<file path="src/rtl/pc_fetch_unit.sv">
// Instruction fetch front end: owns the PC, issues in-order imem reads,
// buffers returned words and hands {pc, instr} to decode; handles redirects.
module pc_fetch_unit #(
  parameter logic [31:0] RESET_PC = 32'h0000_0000,
  parameter int          DEPTH    = 2
) (
  input  logic        clk,
  input  logic        rst_n,
  input  logic        redir_valid,
  input  logic [31:0] redir_target,
  output logic        imem_req_valid,
  output logic [31:0] imem_req_addr,
  input  logic        imem_req_ready,
  input  logic        imem_rsp_valid,
  input  logic [31:0] imem_rsp_data,
  output logic        if_valid,
  output logic [31:0] if_pc,
  output logic [31:0] if_instr,
  input  logic        if_ready,
  output logic        fetch_fault
);
  localparam int AW = $clog2(DEPTH);
  localparam int CW = AW + 1;
  localparam logic [CW-1:0] DEPTH_C = CW'(DEPTH);

  typedef enum logic [1:0] {RUN, DRAIN, FAULT} state_t;
  typedef struct packed {
    logic [31:0] pc;
    logic [31:0] instr;
  } fetch_t;

  state_t        state;
  logic [1:0]    rst_sync;
  logic [31:0]   pc;
  logic [CW-1:0] inflight, drop, fifo_cnt, inflight_rsp;
  fetch_t        fifo_q [DEPTH];
  logic [31:0]   tag_q  [DEPTH];
  logic [AW-1:0] rd_ptr, wr_ptr, tag_rd, tag_wr;
  logic          redir, accept, rsp_hit, push, pop;

  // redirect wins over everything else in the cycle, including the request
  assign redir          = redir_valid && (state != FAULT);
  assign imem_req_valid = rst_sync[1] && (state == RUN) && !redir_valid &&
                          ((inflight + fifo_cnt) < DEPTH_C);
  assign imem_req_addr  = pc;
  assign accept         = imem_req_valid && imem_req_ready;
  assign rsp_hit        = imem_rsp_valid && (inflight != '0);
  assign push           = rsp_hit && (state == RUN) && !redir;
  assign if_valid       = (fifo_cnt != '0);
  assign pop            = if_valid && if_ready;
  assign inflight_rsp   = inflight - CW'(rsp_hit);
  assign if_pc          = if_valid ? fifo_q[rd_ptr].pc    : '0;
  assign if_instr       = if_valid ? fifo_q[rd_ptr].instr : '0;

  always_ff @(posedge clk or negedge rst_n) begin
    if (!rst_n) rst_sync <= '0;
    else        rst_sync <= {rst_sync[0], 1'b1};
  end

  // storage only; occupancy and pointers live in the control block below
  always_ff @(posedge clk) begin
    if (accept) tag_q[tag_wr] <= pc;
    if (push)   fifo_q[wr_ptr] <= '{pc: tag_q[tag_rd], instr: imem_rsp_data};
  end

  always_ff @(posedge clk or negedge rst_n) begin
    if (!rst_n) begin
      state       <= RUN;
      pc          <= RESET_PC;
      inflight    <= '0;
      drop        <= '0;
      fifo_cnt    <= '0;
      rd_ptr      <= '0;
      wr_ptr      <= '0;
      tag_rd      <= '0;
      tag_wr      <= '0;
      fetch_fault <= 1'b0;
    end else if (redir) begin
      rd_ptr   <= '0;
      wr_ptr   <= '0;
      fifo_cnt <= '0;
      tag_rd   <= '0;
      tag_wr   <= '0;
      inflight <= inflight_rsp;
      drop     <= inflight_rsp;
      if (redir_target[1:0] != 2'b00) begin
        state       <= FAULT;
        fetch_fault <= 1'b1;
      end else begin
        pc    <= redir_target;
        state <= (inflight_rsp != '0) ? DRAIN : RUN;
      end
    end else begin
      case (state)
        RUN: begin
          if (accept) begin
            tag_wr <= tag_wr + 1'b1;
            pc     <= pc + 32'd4;
          end
          if (push) begin
            wr_ptr <= wr_ptr + 1'b1;
            tag_rd <= tag_rd + 1'b1;
          end
          if (pop) rd_ptr <= rd_ptr + 1'b1;
          inflight <= inflight + CW'(accept) - CW'(rsp_hit);
          fifo_cnt <= fifo_cnt + CW'(push) - CW'(pop);
        end
        DRAIN: begin
          if (rsp_hit) begin
            inflight <= inflight_rsp;
            drop     <= drop - 1'b1;
            if (drop == CW'(1)) state <= RUN;
          end
        end
        default: begin
          if (rsp_hit) inflight <= inflight_rsp;
        end
      endcase
    end
  end
endmodule

</file>
<file path="config.mk">
export PLATFORM = sky130hd
export DESIGN_NAME = pc_fetch_unit
export DESIGN_NICKNAME = d
export VERILOG_FILES = /design/src/rtl/pc_fetch_unit.sv
export SDC_FILE = /design/constraint.sdc
export NUM_CORES = 1
export LEC_CHECK = 0
export BUFFER_PORTS_ARGS = -buffer_cell sky130_fd_sc_hd__buf_2
export CAP_MARGIN = 20
export CELL_PAD_IN_SITES_DETAIL_PLACEMENT = 0
export CELL_PAD_IN_SITES_GLOBAL_PLACEMENT = 1
export CORE_UTILIZATION = 40
export DETAILED_ROUTE_END_ITERATION = 8
export PLACE_DENSITY = 0.73
export SYNTH_ARGS = -nofsm -noshare
export SYNTH_HDL_FRONTEND = slang
export SYNTH_SLANG_ARGS = --single-unit
</file>
<file path="constraint.sdc">
create_clock -name clk -period 9.6 [get_ports clk]
set_input_delay 0.48 -clock clk [delete_from_list [all_inputs] [get_ports clk]]
set_output_delay 0.48 -clock clk [all_outputs]
set_load 0.01 [all_outputs]
</file>
==> flow_summary.yaml <==
setup_path:
  worstSetupEndpointType: "primary output"
  rrSetupSlack_ns: 6.97
  required_ns: 9.12
  reg2reg_from: "state[1]"
  worstSetupPathType: "reg -> out"
  crit_chain: "buf_4, mux2i_1, nor2_1, buf_2"
  cp_max_fo: 46
  r2r_cells: 4
  crit_arrival_ns: 2.47
  path_buf_inv: 2
  worst_path_largest_cell_delay_ns: 0.69
  path_delay_family: "buffers and inverters"
  start_kind: "flop"
  slowest_stage: "buf_4"
  r2r-end: "tag_q[0][6]"
routing:
  vias: 6313
  drt_first_pass_iters: 5
  viasPerCell: 5.14
  drt_iter0_drc: 423
  remaining_drc_errors: 0
  wl_um: 21400
  drtAntennaViolNets: 0
  wire_per_inst_um: 17.4
sta:
  max_slew_margin_pct: 37.4
  maxSlewViolCount: 0
  max_freq_mhz: 339
  tns_ns: 0
  finalHoldViolations: 0
  hold_slack_ns: 0.0727
  period_share_pct: 30.7
  max_slew.worst_pin.slew_ns: 0.936
  rsz0062_at_grt: "false"
  finalSetupViolations: 0
  fin_skew_ns: 0.00865
  worst_slack_ns: 6.65
  period_minus_slack_ns: 2.95
finish:
  num_antenna_cells: 0
  drive_gt1_share_pct: 29.4
  nets: 963
  fill_cells: 2154
  final_util_pct: 49.2
  area_growth_pct: 20.1
clocking:
  ctsHoldBuffers: 0
  cts.clk_slew.worst_paths_ns: 0.06
  h-tree-depth: 1
  root_buffer: "clkbuf_16"
  cts_tree: "yes"
  clock_path_buffers: 3
  clk-insertion-delay-late_ns: 0.52
  clkSinkCount: 239
  cts_inserted_buffers: 26
  cts-resized-gates: 0
  cts_setup_buffers: 0
global_route:
  grt_usage_pct: 16.8
  grt.overflow.total: 0
  use_met1_pct: 23.0
  use_met3_pct: 3.12
  grt_pass1_wl_um: 33700
  use_met2_pct: 26.9
  grt_antenna_before_repair: 0
  top_usage_layer: "met2"
  first_global_vias: 6138
  grt_max_degree: 68
die:
  std_cell_rows: 57
  die_y_um: 160
  initial_utilization_pct: 40.9
  coreArea_um2: 24500
  die_x_um: 160
  dieArea_um2: 25700
  ios: 169
power_and_ir_drop:
  power.switching_mw: 0.488
  clkPwrFrac_pct: 42.9
  combPwrFrac_pct: 5.0
  switching_share_pct: 21.7
  p_per_area_nw_per_um2: 187
  p_leak_nw: 4.97
  p_int_mw: 1.76
  seqPwrFrac_pct: 52.1
  peakVddDrop_mv: 0.110
synth:
  ys_ff_latch: 239
  syn_nets: 797
  synth_edf_count: 192
  synthCells: 720
  synth_area_per_cell_um2: 13.9
  synth_area_leaders: "edfxtp_1 (58%), dfrtp_1 (12%), mux2i_1 (6.9%), mux2_2 (3.6%), nor2_1 (3.6%)"
  synth_area_um2: 10000
  ys.flop_type: "edfxtp_1"
  synth_cell_types: 54
  yosysWarnings: 0
  yosys.area.top_type_share_pct: 57.6
  synth_top_cell_by_area: "edfxtp_1"
  synth-seq-area-share_pct: 69.3
  async_flop_share_pct: 19.7
placed_design:
  portBuffers: 168
  pre_cts_ws_ns: 6.95
  place_congestion: 0.766
  place_hpwl_um: 13500
flow_run:
  cap_violations: 0
worst_hold_path:
  hold_class: "in -> async"
run_status:
  status: "complete, no violations"
[cells in the final DEF (no fill, tap or decap), drive strengths merged, types with 4 or more instances in the layout]
cell type  synthesis  final
o211ai             4      4
and3               5      5
a2bb2oi            6      6
nor3               4      4
dfrtp             47     47
clkinvlp           0      4
clkbuf            20     32
a211oi             4      4
xnor2              5      5
o22ai             14     14
mux2i             69     69
a21oi             36     36
mux2              32     32
o21ai             22     22
buf               20    178
clkinv             0      6
o2bb2a             4      4
and2               5      5
inv               10     13
edfxtp           192    192
nand2             44     44
nand4             13     13
nand3             21     21
nor2              95     95
ha                 7      7
[synthesized netlist by cell type (all sizes together) (4+ instances only)]
library cell	n
a2bb2oi	6
o2bb2a	4
edfxtp	192
o21ai	22
mux2i	69
nand2	44
ha	7
nand4	13
nor2	95
inv	10
nand3	21
nor3	4
buf	20
a211oi	4
a21oi	36
xnor2	5
and3	5
o211ai	4
o22ai	14
and2	5
dfrtp	47
mux2	32
clkbuf	20
[through the flow]
stage / power, mW / cell area, um^2 / cells
finish: 2.25 / 12000 / 1229
global route: 2.33 / 12000 / 1229
CTS: 2.27 / 12000 / 1229
detailed placement: 1.31 / 11200 / 1182
global placement: 1.30 / 11200 / 1182
floorplan: 1.25 / 10000 / 720
[final cells by class]
class / count / area [um^2] / area share [%]
timing repair buffer: 178 / 916 / 7.61
inverter: 10 / 37.5 / 0.312
multi-input combinational: 431 / 2890 / 24.0
clock buffer: 32 / 694 / 5.77
sequential: 239 / 6950 / 57.7
tap: 324 / 405 / 3.37
clock inverter: 15 / 145 / 1.21
[power groups by stage]
stage	Clock, mW	Sequential (mW)	Combinational (mW)
after floorplan	0	1.19	0.0629
after global placement	0	1.19	0.113
after detailed placement	0	1.19	0.114
after CTS	0.988	1.17	0.115
after global routing	1.03	1.17	0.128
final	0.964	1.17	0.113
[metal layers]
metal / vias to the layer above / part of all wire (%)
li1: 3033 / -
met1: 3029 / 45
met2: 211 / 46
met3: 40 / 6.1
met4: 0 / 2.5
met5: - / 0
[worst max-delay path by stage]
stage | cells past startpoint | to | from
floorplan | 4 | fifo_q[0][0] | state[0]
global placement | 5 | tag_q[0][9] | redir_valid
detailed placement | 5 | tag_q[0][9] | redir_valid
CTS | 4 | if_pc[7] | rd_ptr
global route | 4 | if_pc[7] | rd_ptr
finish | 4 | if_pc[7] | rd_ptr
[cell families after synthesis]
family          after synthesis  share of synthesized area [%]
compound gates              116                           7.42
xor+xnor                      6                          0.525
fa+ha+maj                     7                          0.875
buf+inv                      50                           2.12
flops                       239                           69.3
mux                         101                           10.5
other cells                   1                         0.0374
simple gates                200                           9.21
[registers in the layout, summed over array words and instances, names as in the netlist, 2 cells and up]
signal / cells
drop: 2
rst_sync: 2
state: 2
fifo_cnt: 2
tag_q: 64
fifo_q: 128
inflight: 2
imem_req_addr: 32
Power figures use the tool's default switching activity.
